<file path="src/rtl/spectro_pkg.sv">
// rtl/spectro_pkg.sv - shared constants and types for the spectrogram counter path
package spectro_pkg;

  localparam bit SAT_MODE_SAT  = 1'b1;
  localparam bit SAT_MODE_WRAP = 1'b0;

  typedef enum logic {
    RD_IDLE = 1'b0,
    RD_SEND = 1'b1
  } rd_state_e;

  function automatic int ch_idx_w(input int n_ch);
    return (n_ch > 1) ? $clog2(n_ch) : 1;
  endfunction

endpackage

</file>
<file path="src/rtl/impulse_sync_edge.sv">
// rtl/impulse_sync_edge.sv - multi-flop synchronizer with rising-edge pulse for one impulse line
module impulse_sync_edge #(
  parameter int SYNC_STAGES = 2
) (
  input  logic clk,
  input  logic reset,
  input  logic async_i,
  output logic pulse_o
);

  logic [SYNC_STAGES-1:0] sync_q;
  logic                   prev_q;

  always_ff @(posedge clk or posedge reset) begin
    if (reset) begin
      sync_q <= '0;
      prev_q <= 1'b0;
    end else begin
      sync_q <= {sync_q[SYNC_STAGES-2:0], async_i};
      prev_q <= sync_q[SYNC_STAGES-1];
    end
  end

  // Combinational pulse so the counter sees the event one clk after the last sync stage.
  assign pulse_o = sync_q[SYNC_STAGES-1] & ~prev_q;

endmodule

</file>
<file path="src/rtl/channel_counter_bank.sv">
// rtl/channel_counter_bank.sv - per-channel impulse counters with framed snapshot and streamed readout
module channel_counter_bank
  import spectro_pkg::*;
#(
  parameter int N_CH        = 8,
  parameter int CNT_W       = 12,
  parameter int FRAME_LEN   = 1024,
  parameter bit SAT_MODE    = SAT_MODE_SAT,
  parameter int SYNC_STAGES = 2
) (
  input  logic                      clk,
  input  logic                      reset,
  input  logic                      enable,
  input  logic [N_CH-1:0]           impulse,
  output logic                      out_valid,
  input  logic                      out_ready,
  output logic [ch_idx_w(N_CH)-1:0] out_ch,
  output logic [CNT_W-1:0]          out_count,
  output logic                      out_ovf,
  output logic                      frame_done,
  output logic                      frame_overrun
);

  localparam int               IW       = ch_idx_w(N_CH);
  localparam int               TW       = $clog2(FRAME_LEN);
  localparam logic [TW-1:0]    T_LAST   = TW'(FRAME_LEN - 1);
  localparam logic [IW-1:0]    IDX_LAST = IW'(N_CH - 1);
  localparam logic [CNT_W-1:0] CNT_MAX  = '1;

  logic [N_CH-1:0]  ev;
  logic [CNT_W-1:0] cnt_q [N_CH];
  logic [CNT_W-1:0] cnt_d [N_CH];
  logic [CNT_W-1:0] shadow_cnt_q [N_CH];
  logic [N_CH-1:0]  ovf_q, ovf_d, shadow_ovf_q;
  logic [TW-1:0]    timer_q;
  rd_state_e        state_q;
  logic [IW-1:0]    idx_q;
  logic             frame_done_q, overrun_q;
  logic             snap;

  for (genvar g = 0; g < N_CH; g++) begin : g_sync
    impulse_sync_edge #(.SYNC_STAGES(SYNC_STAGES)) u_sync (
      .clk     (clk),
      .reset   (reset),
      .async_i (impulse[g]),
      .pulse_o (ev[g])
    );
  end

  assign snap = enable && (timer_q == T_LAST);

  // On the snapshot cycle the live counter restarts, so a coincident event opens the new frame.
  always_comb begin
    for (int c = 0; c < N_CH; c++) begin
      cnt_d[c] = cnt_q[c];
      ovf_d[c] = ovf_q[c];
      if (snap) begin
        cnt_d[c] = CNT_W'(ev[c]);
        ovf_d[c] = 1'b0;
      end else if (enable && ev[c]) begin
        if (cnt_q[c] != CNT_MAX) begin
          cnt_d[c] = cnt_q[c] + CNT_W'(1);
        end else begin
          ovf_d[c] = 1'b1;
          if (SAT_MODE == SAT_MODE_WRAP) cnt_d[c] = '0;
        end
      end
    end
  end

  always_ff @(posedge clk or posedge reset) begin
    if (reset) begin
      for (int c = 0; c < N_CH; c++) cnt_q[c] <= '0;
      ovf_q <= '0;
    end else begin
      for (int c = 0; c < N_CH; c++) cnt_q[c] <= cnt_d[c];
      ovf_q <= ovf_d;
    end
  end

  // A snapshot arriving while any word is still pending (even the last one) is dropped.
  always_ff @(posedge clk or posedge reset) begin
    if (reset) begin
      timer_q      <= '0;
      state_q      <= RD_IDLE;
      idx_q        <= '0;
      frame_done_q <= 1'b0;
      overrun_q    <= 1'b0;
      shadow_ovf_q <= '0;
      for (int c = 0; c < N_CH; c++) shadow_cnt_q[c] <= '0;
    end else begin
      frame_done_q <= snap;
      if (enable) timer_q <= (timer_q == T_LAST) ? '0 : timer_q + TW'(1);
      if (state_q == RD_SEND && out_ready) begin
        if (idx_q == IDX_LAST) begin
          state_q <= RD_IDLE;
          idx_q   <= '0;
        end else begin
          idx_q <= idx_q + IW'(1);
        end
      end
      if (snap) begin
        if (state_q == RD_IDLE) begin
          state_q      <= RD_SEND;
          idx_q        <= '0;
          shadow_ovf_q <= ovf_q;
          for (int c = 0; c < N_CH; c++) shadow_cnt_q[c] <= cnt_q[c];
        end else begin
          overrun_q <= 1'b1;
        end
      end
    end
  end

  assign out_valid     = (state_q == RD_SEND);
  assign out_ch        = idx_q;
  assign out_count     = shadow_cnt_q[idx_q];
  assign out_ovf       = shadow_ovf_q[idx_q];
  assign frame_done    = frame_done_q;
  assign frame_overrun = overrun_q;

endmodule

</file>
<file path="config.mk">
export PLATFORM = sky130hd
export DESIGN_NAME = channel_counter_bank
export DESIGN_NICKNAME = d
export VERILOG_FILES = /design/src/rtl/spectro_pkg.sv /design/src/rtl/impulse_sync_edge.sv /design/src/rtl/channel_counter_bank.sv
export SDC_FILE = /design/constraint.sdc
export NUM_CORES = 1
export LEC_CHECK = 0
export CAP_MARGIN = 5
export CORE_MARGIN = 10
export CORE_UTILIZATION = 40
export CTS_BUF_LIST = sky130_fd_sc_hd__clkbuf_4
export CTS_CLUSTER_DIAMETER = 80
export CTS_CLUSTER_SIZE = 10
export DETAILED_ROUTE_END_ITERATION = 8
export PLACE_DENSITY = 0.55
export SYNTH_ARGS = -nofsm -noshare
export SYNTH_HDL_FRONTEND = slang
export SYNTH_HIERARCHICAL = 1
export SYNTH_SLANG_ARGS = --single-unit
</file>
<file path="constraint.sdc">
create_clock -name clk -period 16.4 [get_ports clk]
set_clock_uncertainty 0.05 [all_clocks]
set_input_delay 1.64 -clock clk [delete_from_list [all_inputs] [get_ports clk]]
set_output_delay 1.64 -clock clk [all_outputs]
set_load 0.02 [all_outputs]
</file>
Word level (Yosys, flattened, before mapping)
Index checks and enable logic that the tools add are counted.
Widths: inputs -> output; s select.
{"block": "totals", "register_bits": 248, "in_bits": 12, "word_cells": 200}
{"block": "op_classes", "addsub": 10, "order_cmp": 2, "n_eq_ne": 18, "muxes": 62, "bitwise": 18, "n_reduce_logical": 44}
{"cell": "$mux 12", "count": 26}
{"cell": "$add 12x1->12 const B", "count": 8}
{"cell": "$ne 12x12->1 const B", "count": 8}
{"cell": "$bmux 12 s3", "count": 1}
{"cell": "$reduce_and 2->1", "count": 18}
{"cell": "$reduce_bool 2->1", "count": 16}
{"cell": "$mux 1", "count": 29}
{"cell": "$ne 2x2->1 const B", "count": 8}
{"cell": "$mux 3", "count": 4}
{"cell": "$add 10x1->10 const B", "count": 1}
{"cell": "$eq 10x10->1 const B", "count": 1}
{"cell": "$logic_and 1x1->1", "count": 10}
{"cell": "$mux 10", "count": 1}
{"cell": "$not 1->1", "count": 9}
{"cell": "$and 1x1->1", "count": 8}
{"cell": "$ge 4x4->1 const B", "count": 1}
{"cell": "$lt 3x4->1 const B", "count": 1}
{"cell": "$not 3->4", "count": 1}
{"cell": "$add 3x1->3 const B", "count": 1}
{"cell": "$bmux 1 s3", "count": 1}
{"cell": "$eq 3x3->1 const B", "count": 1}

Longest topological paths before layout
Gate-level depths: netlist (run 1).
{"block": "depth", "word_depth": 5, "depth_mapped": 8, "mapped_depth_nobuf": 6}

Hierarchy
Netlist (run 1), hierarchy kept.
{"mod": "channel_counter_bank", "n_inst": 1, "cells_per_inst": 970, "area_per_inst_um2": 11160.7, "seq_area_each_um2": 5605.4}
{"mod": "impulse_sync_edge", "n_inst": 8, "cells_per_inst": 5, "area_per_inst_um2": 92.6, "seq_area_each_um2": 75.1}

Worst setup path after synthesis (run 1)
OpenSTA, ideal clock, no wires.
{"block": "synth_timing", "path_kind": "register -> output", "from": "register idx_q[0] (netlist: out_ch[0])", "to": "output out_count[10]", "arrival_ps": 1928, "required_time_ps": 14710, "path_slack_ps": 12782, "path_stages_with_launch": 5, "path_cell_list": "dfrtp_1 buf_2 buf_2 mux4_2 mux2_2"}
{"block": "synth_via", "elab_chain_len": 4}
{"item": "start, declared", "line": "channel_counter_bank.sv:37", "source": "logic [IW-1:0] idx_q;"}
{"item": "start signal, assigned", "line": "channel_counter_bank.sv:99", "source": "idx_q <= idx_q + IW'(1);"}
{"item": "$not 3->4 (implied by the code)", "line": "channel_counter_bank.sv:117", "source": "assign out_count = shadow_cnt_q[idx_q];"}
{"item": "$bmux 12 s3", "line": "channel_counter_bank.sv:117"}
{"item": "$mux 12 (implied by the code) (2 in series)", "line": "channel_counter_bank.sv:117"}
{"item": "end, declared", "line": "channel_counter_bank.sv:18", "source": "output logic [CNT_W-1:0] out_count,"}
Every way passes these cells. The select of a mux whose other input is x is not followed.

Worst setup path in the final report (run 1)
{"block": "layout_timing", "from": "register idx_q[0] (netlist: out_ch[0])", "to": "output out_count[2]"}
The elaborated chain is that of the path after synthesis.

==> results of run 1 <==
-- registers in the layout, indices dropped and copies added, names as in the netlist --
name                  cells
out_valid                 1
ovf_q                     8
shadow_cnt_q             96
shadow_ovf_q              8
cnt_q                    96
frame_overrun             1
out_ch                    3
frame_done                1
g_sync.u_sync/prev_q      8
timer_q                  10
g_sync.u_sync/sync_q     16
-- logic make-up after synthesis --
group	count (synthesis)
AND/OR/NAND/NOR	326
flip-flops	248
AO/OA/AOI/OAI	182
multiplexers	158
buffers and inverters	77
adder cells (fa/ha/maj)	11
XOR/XNOR	8
-- power groups by stage --
| stage | clock (W) | combinational, W | sequential (W) |
|---|---|---|---|
| 2_1_floorplan | 0 | 0.0000986 | 0.000716 |
| 3_3_place_gp | 0 | 0.000121 | 0.000743 |
| 3_5_place_dp | 0 | 0.000125 | 0.000744 |
| 4_1_cts | 0.000299 | 0.000125 | 0.000732 |
| 5_1_grt | 0.000325 | 0.000142 | 0.000744 |
| 6_report | 0.000283 | 0.000124 | 0.000733 |
-- metal layers --
metal | vias to the layer above | GRT usage (%) | wire (µm)
met5 | - | 0 | 0
met4 | 0 | 3.58 | 512
met2 | 127 | 22.5 | 12600
li1 | 3851 | - | -
met1 | 4204 | 23.7 | 14100
met3 | 34 | 1.83 | 1260
-- synth_stat cells (5+ instances only) --
master / count / share of area (%)
a21o_1: 6 / 0.38
a21oi_1: 56 / 2.4
a31o_2: 5 / 0.37
a31oi_1: 7 / 0.37
and2_1: 8 / 0.42
and3_1: 13 / 0.68
and4_1: 8 / 0.59
buf_1: 7 / 0.22
buf_2: 20 / 0.84
buf_4: 6 / 0.38
clkbuf_1: 15 / 0.47
dfrtp_1: 248 / 52
ha_1: 11 / 1.2
inv_1: 26 / 0.82
mux2_2: 124 / 12
mux2i_1: 8 / 0.67
mux4_2: 26 / 4.9
nand2_1: 68 / 2.1
nand3_1: 44 / 1.9
nand4_1: 24 / 1.3
nor2_1: 37 / 1.2
nor2b_4: 8 / 0.93
nor3_1: 23 / 0.97
nor4_1: 13 / 0.68
nor4_2: 5 / 0.53
o211ai_1: 8 / 0.50
o21ai_0: 41 / 1.7
o31ai_1: 17 / 1.1
or2_2: 5 / 0.26
or3_1: 32 / 1.7
or4_1: 17 / 1.1
-- through the flow --
stage	total power, W	instances	util (%)
2_1_floorplan	0.000815	1010	-
3_3_place_gp	0.000864	1389	42.5
3_5_place_dp	0.000869	1389	42.5
4_1_cts	0.00116	1420	43.3
5_1_grt	0.00121	1422	43.3
6_report	0.00114	1423	43.3
-- cells in the final DEF, fill, tap and decap left out, drive strengths merged, types with 5 or more instances in the layout --
cell	Yosys	final
a21o	6	6
a21oi	57	57
a31o	5	5
a31oi	7	7
and2	8	8
and3	13	13
and4	8	8
buf	33	9
clkbuf	17	30
clkdlybuf4s50	0	30
dfrtp	248	248
ha	11	11
inv	27	27
mux2	124	124
mux2i	8	8
mux4	26	26
nand2	68	68
nand3	44	44
nand4	29	29
nor2	38	38
nor2b	11	11
nor3	23	23
nor4	18	18
o211ai	8	8
o21ai	41	41
o31ai	17	17
o41ai	6	6
or2	5	5
or3	33	33
or4	18	18
-- final cells by class --
cell class | instances | area (µm²)
clock buffers | 30 | 225
repair buffers | 39 | 368
fillers | 2837 | 16700
multi-input cells | 685 | 5360
well taps | 390 | 488
clock inverters | 1 | 3.75
flip-flops and latches | 248 | 6210
diodes | 3 | 7.51
inverters | 27 | 109
-- path summary, 6_finish.rpt --
path | cells past startpoint | startpoint | to
max | 3 | out_ch[0]$_DFF_PP0_ | out_count[2]
min | 0 | g_sync[0].u_sync/sync_q[0]$_DFF_PP0_ | g_sync[0].u_sync/sync_q[1]$_DFF_PP0_
max reg2reg | 8 | timer_q[0]$_DFFE_PP0P_ | cnt_q[48]$_DFFE_PP0P_
min reg2reg | 0 | g_sync[0].u_sync/sync_q[0]$_DFF_PP0_ | g_sync[0].u_sync/sync_q[1]$_DFF_PP0_
max in group asynchronous | 3 | reset | out_ch[0]$_DFF_PP0_
min in group asynchronous | 2 | reset | g_sync[5].u_sync/sync_q[1]$_DFF_PP0_
-- worst register-to-register path, cell delays in order (launching register included) --
cell	delay, ns
dfrtp_1	0.40
ha_1	0.23
and2_1	0.30
nand4_4	0.11
buf_4	0.31
inv_2	0.50
buf_4	0.68
mux2_2	0.46
mux2_2	0.25
==> summary.txt, run 1 <==
Clock network
  – Clock Tree Buf Depth: 3
  – CTS Root Cell: clkbuf_4
  – Setup repair bufs after CTS: 0
  – Reg clk slew, reported paths: 0.13 ns
  – CTS sink cnt: 248
  – H-tree depth: 1
  – CTS Buf Count: 28
  – CTS tree: built
  – Hold Buf Count CTS: 0
  – Post-cts sizing count: 0
  – Clk_lat worst skew: 0.71 ns

Yosys
  – Synthesized area: 11900 µm²
  – Ys flop type: dfrtp_1
  – Number of synthesized flops with an enable pin: 0
  – Mapped Nets: 1033
  – Yosys cell types: 71
  – Xor/xnor share of the synthesized area: 0.589%
  – Largest family of logic cells by synthesized area: multiplexers
  – Syn. warnings: 6
  – Multiplexer share of the synthesized area: 17.3%
  – Post-synthesis async set-or-reset flop share: 100%
  – Cells after Synth: 1010
  – Post-Synth Adder-Cell Area: 1.16%
  – Synth Area in Compound Gates: 10.1%
  – #FFs+latches synth: 248
  – Simple-gate portion of the synthesized area: 15.8%
  – Mapped Avg Cell Area: 11.8 µm²
  – Share of the yosys chip area belonging to registers: 52.1%

Run status
  – Status: completed

Setup path
  – CP arrival: 3.35 ns
  – Max stage delay on crit path: 1.08 ns
  – Cell family with most CP delay: flip-flops
  – FF-to-FF setup slack: 12.98 ns
  – Crit path buf inv count: 1
  – Critical path's slowest cell: dfrtp_2
  – Critical-path maximum fanout: 31
  – Critical path launch point type: flip-flop
  – CP endpoint kind: primary output
  – Critical path class: flip-flop to primary output
  – Worst EP required: 14.71 ns
  – Critical Path, Cell by Cell: mux4_2 > mux2_2 > clkdlybuf4s50_1

STA
  – Setup-failing EPs final: 0
  – Final period util: 30.7%
  – Max Clk Rate: 199 MHz
  – Setup TNS: 0 ns
  – Hold Violations, Final: 0
  – Tmin final: 5.04 ns
  – RSZ-0062 raised after global routing: no
  – Pin slew with the least headroom to its limit: 1.17 ns
  – Max-slew headroom: 21.4%
  – Setup ws final: 11.36 ns
  – Hold_ws: 0.309 ns
  – Slew Viols, Final: 0

Die
  – Die height: 192 µm
  – Ports: 31
  – Initial core utilization: 40.4%
  – Die width: 192 µm
  – Core area: 29500 µm²
  – Die area: 37100 µm²
  – Num rows: 63

Power
  – Design internal power: 0.000794 W
  – Maximum vdd drop: 0.0399 mV
  – Net switching power: 0.000346 W
  – Static leakage: 5.60 nW
  – Clock share of power: 24.9%
  – Sw Share: 30.4%
  – Reg power frac: 64.3%
  – Comb pwr share: 10.8%
  – Power Dens Cells: 89.2 nW/µm²

Global routing
  – GRT overflow: 0
  – Vias in the first global route: 7759
  – Initial antenna violation count: 2
  – Largest net degree at the start of global routing: 99
  – First-pass GRT wire length: 45700 µm
  – Gr usage total: 15.4%

Drt
  – Drt total wl: 28500 µm
  – Via Count: 8216
  – 1st-pass router iterations: 5
  – Avg WL per Cell: 20.0 µm
  – Antenna viol nets, final: 0
  – 1st-iter DRT viols: 637
  – DR DRC count: 0
  – Vias per inst: 5.77

Min path
  – Min-delay worst type: flip-flop to flip-flop

Placed design
  – Post-DP Area: 12500 µm²
  – Post-detail-place hpwl: 19400 µm
  – Place WS: 11.18 ns
  – # port buffers: 30
  – Global placement routability congestion: 0.795

Finish
  – Post-route cell area: 12800 µm²
  – Area Overhead vs Synth: 7.30%
  – Nets: 1052
  – Share of layout cells above drive strength 1: 22.1%

Job
  – Max-cap violations: 0
No activity file was read; power rests on OpenSTA's default activity.
==> inputs of run 2 (changes only) <==
==> constraint.sdc (replaced) <==
create_clock -name clk -period 5 [get_ports clk]
set_clock_uncertainty 0.05 [all_clocks]
set_input_delay 0.5 -clock clk [delete_from_list [all_inputs] [get_ports clk]]
set_output_delay 0.5 -clock clk [all_outputs]
set_load 0.02 [all_outputs]
==> run 2 against run 1 <==
Effect of this change:
- sequential power increased to 3.3 times the previous value
- global-route usage about the same
- clock power increased to 3.3 times the previous value
- first-iteration DRC count increased by 7.5%
- critical path depth increased by 1
- worst setup slack got worse by 10 ns
==> summary.txt, run 2 (synthesized netlist as in run 1, its figures left out) <==
Global routing
  – Gr usage total: 15.5%
  – Initial antenna violation count: 2
  – GRT overflow: 0
  – Largest net degree at the start of global routing: 113
  – Vias in the first global route: 7833
  – First-pass GRT wire length: 46000 µm

Setup path
  – Critical path's slowest cell: dfrtp_1
  – FF-to-FF path depth: 6
  – Worst R2R Start: timer_q[0]$_DFFE_PP0P_
  – Critical path class: flip-flop to primary output
  – Worst EP required: 4.45 ns
  – Capturing point of the worst reg2reg path: shadow_cnt_q[74]$_DFFE_PP0P_
  – Critical Path Stages: 4
  – Max stage delay on crit path: 1.17 ns
  – CP startpoint: out_ch[1]$_DFF_PP0_
  – Cell family with most CP delay: flip-flops
  – Critical path launch point type: flip-flop
  – Critical Path, Cell by Cell: buf_4 > mux4_2 > mux2_2 > clkdlybuf4s50_1
  – Worst setup endpoint: out_count[9]
  – FF-to-FF setup slack: 2.02 ns
  – CP arrival: 3.32 ns
  – Crit path buf inv count: 2
  – Critical-path maximum fanout: 25
  – CP endpoint kind: primary output

Finish
  – Share of layout cells above drive strength 1: 22.4%
  – Most frequent cells in the layout: dfrtp_1 (247), mux2_2 (124), nand2_1 (68), a21oi_1 (56), nand3_1 (44)
  – Final Core Density: 43.4%
  – Most common cell after layout, fill and taps aside: dfrtp_1
  – Area Overhead vs Synth: 7.62%
  – Largest regs: cnt_q (96), shadow_cnt_q (96), g_sync.u_sync/sync_q (16)
  – Nets: 1055

Die
  – Core area: 29500 µm²
  – Ports: 31
  – Initial core utilization: 40.4%
  – Num rows: 63
  – Die height: 192 µm
  – Die width: 192 µm
  – Die area: 37100 µm²

STA
  – Setup-failing EPs final: 0
  – Slew Viols, Final: 0
  – Setup TNS: 0 ns
  – Max-slew headroom: 18.7%
  – RSZ-0062 raised after global routing: no
  – Final period util: 77.4%
  – Hold Violations, Final: 0
  – Pin slew with the least headroom to its limit: 1.22 ns
  – Max Clk Rate: 259 MHz
  – Tmin final: 3.87 ns

Clock network
  – CTS Root Cell: clkbuf_4
  – Reg clk slew, reported paths: 0.11 ns
  – Clock Tree Buf Depth: 3
  – CTS tree: built
  – Post-cts sizing count: 0
  – CTS Buf Count: 28
  – Clk_lat worst skew: 0.70 ns
  – H-tree depth: 1
  – CTS sink cnt: 248
  – Setup repair bufs after CTS: 0
  – Hold Buf Count CTS: 0

Job
  – Max-cap violations: 0

Placed design
  – # port buffers: 30
  – Global placement routability congestion: 0.794
  – Post-detail-place hpwl: 19500 µm

Drt
  – 1st-pass router iterations: 5
  – Via Count: 8102
  – DR DRC count: 0
  – 1st-iter DRT viols: 685
  – Drt total wl: 28200 µm
  – Vias per inst: 5.69
  – Avg WL per Cell: 19.8 µm
  – Antenna viol nets, final: 0

Min path
  – Min-delay worst type: input port to flip-flop
  – Hold depth: 1

Power
  – Power Dens Cells: 291 nW/µm²
  – Static leakage: 5.62 nW
  – Maximum vdd drop: 0.197 mV

Run status
  – Status: completed
## run 2: cell types whose count changed in the layout (fill, tap and decap cells not counted)
cell	previous run	this run
diode_2	3	1
clkinvlp_4	0	1
inv_8	1	0
buf_12	0	2
buf_4	9	10
## run 2: power breakdown
part,switching [W],total (W),internal (W)
clock,0.000648,0.000923,0.000274
sequential,0.000246,0.00240,0.00216
combinational,0.000229,0.000402,0.000173
## run 2: per-layer routing
| layer | GRT usage [%] | routed length (µm) | vias to the layer above |
|---|---|---|---|
| met1 | 23.6 | 14500 | 4114 |
| met3 | 2.20 | 935 | 41 |
| met2 | 22.7 | 12200 | 117 |
| met4 | 3.46 | 564 | 0 |
| met5 | 0 | 0 | - |
| li1 | - | - | 3830 |
## run 2: layout make-up
class / instances / area (µm²)
fill: 2784 / 16700
multi-input combinational: 685 / 5360
inverter: 27 / 105
antenna: 1 / 2.50
tap: 390 / 488
clock inverter: 1 / 3.75
clock buffer: 30 / 225
sequential: 248 / 6210
timing repair buffer: 42 / 415
## run 2: worst min-delay path by stage
| stage | from | slack, ns | to |
|---|---|---|---|
| floorplan | reset | 0.20 | g_sync[0].u_sync/prev_q$_DFF_PP0_ |
| global placement | g_sync[2].u_sync/sync_q[0]$_DFF_PP0_ | 0.28 | g_sync[2].u_sync/sync_q[1]$_DFF_PP0_ |
| detailed placement | g_sync[3].u_sync/sync_q[0]$_DFF_PP0_ | 0.28 | g_sync[3].u_sync/sync_q[1]$_DFF_PP0_ |
| CTS | impulse[3] | 0.10 | g_sync[3].u_sync/sync_q[0]$_DFF_PP0_ |
| global route | impulse[0] | 0.11 | g_sync[0].u_sync/sync_q[0]$_DFF_PP0_ |
| finish | impulse[3] | 0.17 | g_sync[3].u_sync/sync_q[0]$_DFF_PP0_ |
## run 2: per-stage QoR
| step | instance area, µm² | power [W] | hold slack (ns) | instances | worst slack, ns |
|---|---|---|---|---|---|
| detailed placement | 12600 | 0.00284 | 0.285 | 1392 | 1.33 |
| global placement | 12600 | 0.00283 | 0.283 | 1392 | 1.41 |
| floorplan | 11900 | 0.00267 | 0.204 | 1010 | 1.53 |
| global route | 12800 | 0.00397 | 0.112 | 1424 | 0.945 |
| CTS | 12800 | 0.00378 | 0.101 | 1423 | 1.03 |
| finish | 12800 | 0.00373 | 0.174 | 1424 | 1.13 |
==> inputs of run 3 (changes only) <==
==> constraint.sdc (replaced) <==
create_clock -name clk -period 3.65 [get_ports clk]
set_clock_uncertainty 0.05 [all_clocks]
set_input_delay 0.365 -clock clk [delete_from_list [all_inputs] [get_ports clk]]
set_output_delay 0.365 -clock clk [all_outputs]
set_load 0.02 [all_outputs]
==> run 3 against run 2 <==
Effect of this change:
- hold slack got worse by 0.11 ns
- highest routed layer unchanged
- core utilization rose by 0.31 points
- clock-buffer cell count did not move
- non-clock buffer count rose by 8
- global-route usage rose by 0.53 points
- register-to-register slack got worse by 0.87 ns
- worst setup slack got worse by 0.71 ns
- sequential share of layout area fell by 0.34 points
- sequential cell count did not move
- clock power rose by 37%
==> summary.txt, run 3 (synthesized netlist as in run 1, its figures left out) <==
Clock network
  – Post-cts sizing count: 0
  – Clk_lat worst skew: 0.70 ns
  – Setup repair bufs after CTS: 0
  – Reg clk slew, reported paths: 0.12 ns
  – Clock Tree Buf Depth: 3
  – H-tree depth: 1
  – CTS Buf Count: 28
  – CTS Root Cell: clkbuf_4
  – Hold Buf Count CTS: 2
  – CTS tree: built
  – CTS sink cnt: 248

Global routing
  – GRT overflow: 0
  – Largest net degree at the start of global routing: 114
  – First-pass GRT wire length: 46700 µm
  – Vias in the first global route: 7943
  – Initial antenna violation count: 1
  – Gr usage total: 16.0%

Finish
  – Share of layout cells above drive strength 1: 22.8%
  – Nets: 1063
  – FF/Latch Area: 6210 µm²
  – Fin cells: 1432
  – Most frequent cells in the layout: dfrtp_1 (247), mux2_2 (124), nand2_1 (68), a21oi_1 (56), nand3_1 (44)
  – Area Overhead vs Synth: 8.38%
  – Most common cell after layout, fill and taps aside: dfrtp_1
  – Area of the multi-input gates: 5360 µm²
  – Fill cells: 2787
  – Largest regs: cnt_q (96), shadow_cnt_q (96), g_sync.u_sync/sync_q (16)

Setup path
  – Capturing point of the worst reg2reg path: cnt_q[24]$_DFFE_PP0P_
  – Critical path class: flip-flop to primary output
  – Critical path's slowest cell: mux4_2
  – FF-to-FF setup slack: 1.15 ns
  – Crit path buf inv count: 2
  – Critical-path maximum fanout: 31
  – Worst EP required: 3.23 ns
  – CP arrival: 2.82 ns
  – Critical Path, Cell by Cell: buf_12 > mux4_2 > mux2_2 > clkdlybuf4s50_1
  – Critical path launch point type: flip-flop
  – FF-to-FF path depth: 7
  – Worst R2R Start: timer_q[0]$_DFFE_PP0P_
  – Cell family with most CP delay: multiplexers
  – CP endpoint kind: primary output
  – Max stage delay on crit path: 0.60 ns

STA
  – Setup-failing EPs final: 0
  – Setup TNS: 0 ns
  – Max-slew headroom: 41.2%
  – Pin slew with the least headroom to its limit: 0.875 ns
  – Hold Violations, Final: 0
  – Tmin final: 3.23 ns
  – Slew Viols, Final: 0
  – RSZ-0062 raised after global routing: no
  – Final period util: 88.5%
  – Max Clk Rate: 310 MHz

Die
  – Num rows: 63
  – Core area: 29500 µm²
  – Die height: 192 µm
  – Die area: 37100 µm²
  – Ports: 31
  – Die width: 192 µm
  – Initial core utilization: 40.4%

Placed design
  – Placed cells: 1398
  – Global placement routability congestion: 0.844
  – # port buffers: 30
  – Post-detail-place hpwl: 20100 µm

Drt
  – Avg WL per Cell: 20.4 µm
  – Vias per inst: 5.80
  – Antenna viol nets, final: 0
  – 1st-iter DRT viols: 735
  – DR DRC count: 0
  – 1st-pass router iterations: 5
  – Via Count: 8306
  – Drt total wl: 29300 µm

Min path
  – Hold depth: 1
  – Worst hold endpoint: g_sync[0].u_sync/sync_q[0]$_DFF_PP0_
  – HP Start: impulse[0]
  – Min-delay worst type: input port to flip-flop

Run status
  – Status: completed

Power
  – Static leakage: 5.66 nW
  – Maximum vdd drop: 0.280 mV
  – Power Dens Cells: 397 nW/µm²

Job
  – Max-cap violations: 0
run 3: layer usage:
metal | track usage (%) | up-vias | routed length [µm]
li1 | - | 3846 | -
met1 | 24.8 | 4238 | 14700
met2 | 23.2 | 183 | 12700
met3 | 2.11 | 39 | 1380
met4 | 3.46 | 0 | 535
met5 | 0 | - | 0
run 3: power breakdown:
part / switching [W] / internal, W / total [W]
clock: 0.000883 / 0.000375 / 0.00126
combinational: 0.000327 / 0.000240 / 0.000566
sequential: 0.000338 / 0.00296 / 0.00329
total: 0.00155 / 0.00357 / 0.00512
run 3: worst max path at each step:
stage                        start  slack, ns  depth (start not counted)                    end
2_1_floorplan                reset       0.31                          1   cnt_q[0]$_DFFE_PP0P_
3_3_place_gp                enable       0.82                          7  cnt_q[24]$_DFFE_PP0P_
3_5_place_dp                enable       0.79                          7  cnt_q[24]$_DFFE_PP0P_
4_1_cts        out_ch[0]$_DFF_PP0_       0.32                          4           out_count[8]
5_1_grt        out_ch[0]$_DFF_PP0_       0.29                          4           out_count[8]
6_report       out_ch[0]$_DFF_PP0_       0.42                          4           out_count[8]
run 3: area by class of cell:
type	count	area share, %
Multi-Input combinational cell	685	41.6
Tap cell	390	3.78
Sequential cell	248	48.1
Inverter	27	0.815
Clock inverter	1	0.0291
Clock buffer	30	1.75
Timing Repair Buffer	50	3.92
Antenna cell	1	0.0194
run 3: through the flow:
| stage | total power [W] | util (%) | hold WS, ns | area (µm²) | setup slack, ns |
|---|---|---|---|---|---|
| floorplan | 0.00366 | - | 0.0686 | 11900 | 0.311 |
| global placement | 0.00389 | 42.9 | 0.283 | 12600 | 0.822 |
| detailed placement | 0.00391 | 42.9 | 0.286 | 12600 | 0.794 |
| CTS | 0.00519 | 43.7 | 0.00265 | 12900 | 0.323 |
| global route | 0.00544 | 43.8 | 0.0105 | 12900 | 0.285 |
| finish | 0.00512 | 43.8 | 0.0667 | 12900 | 0.419 |
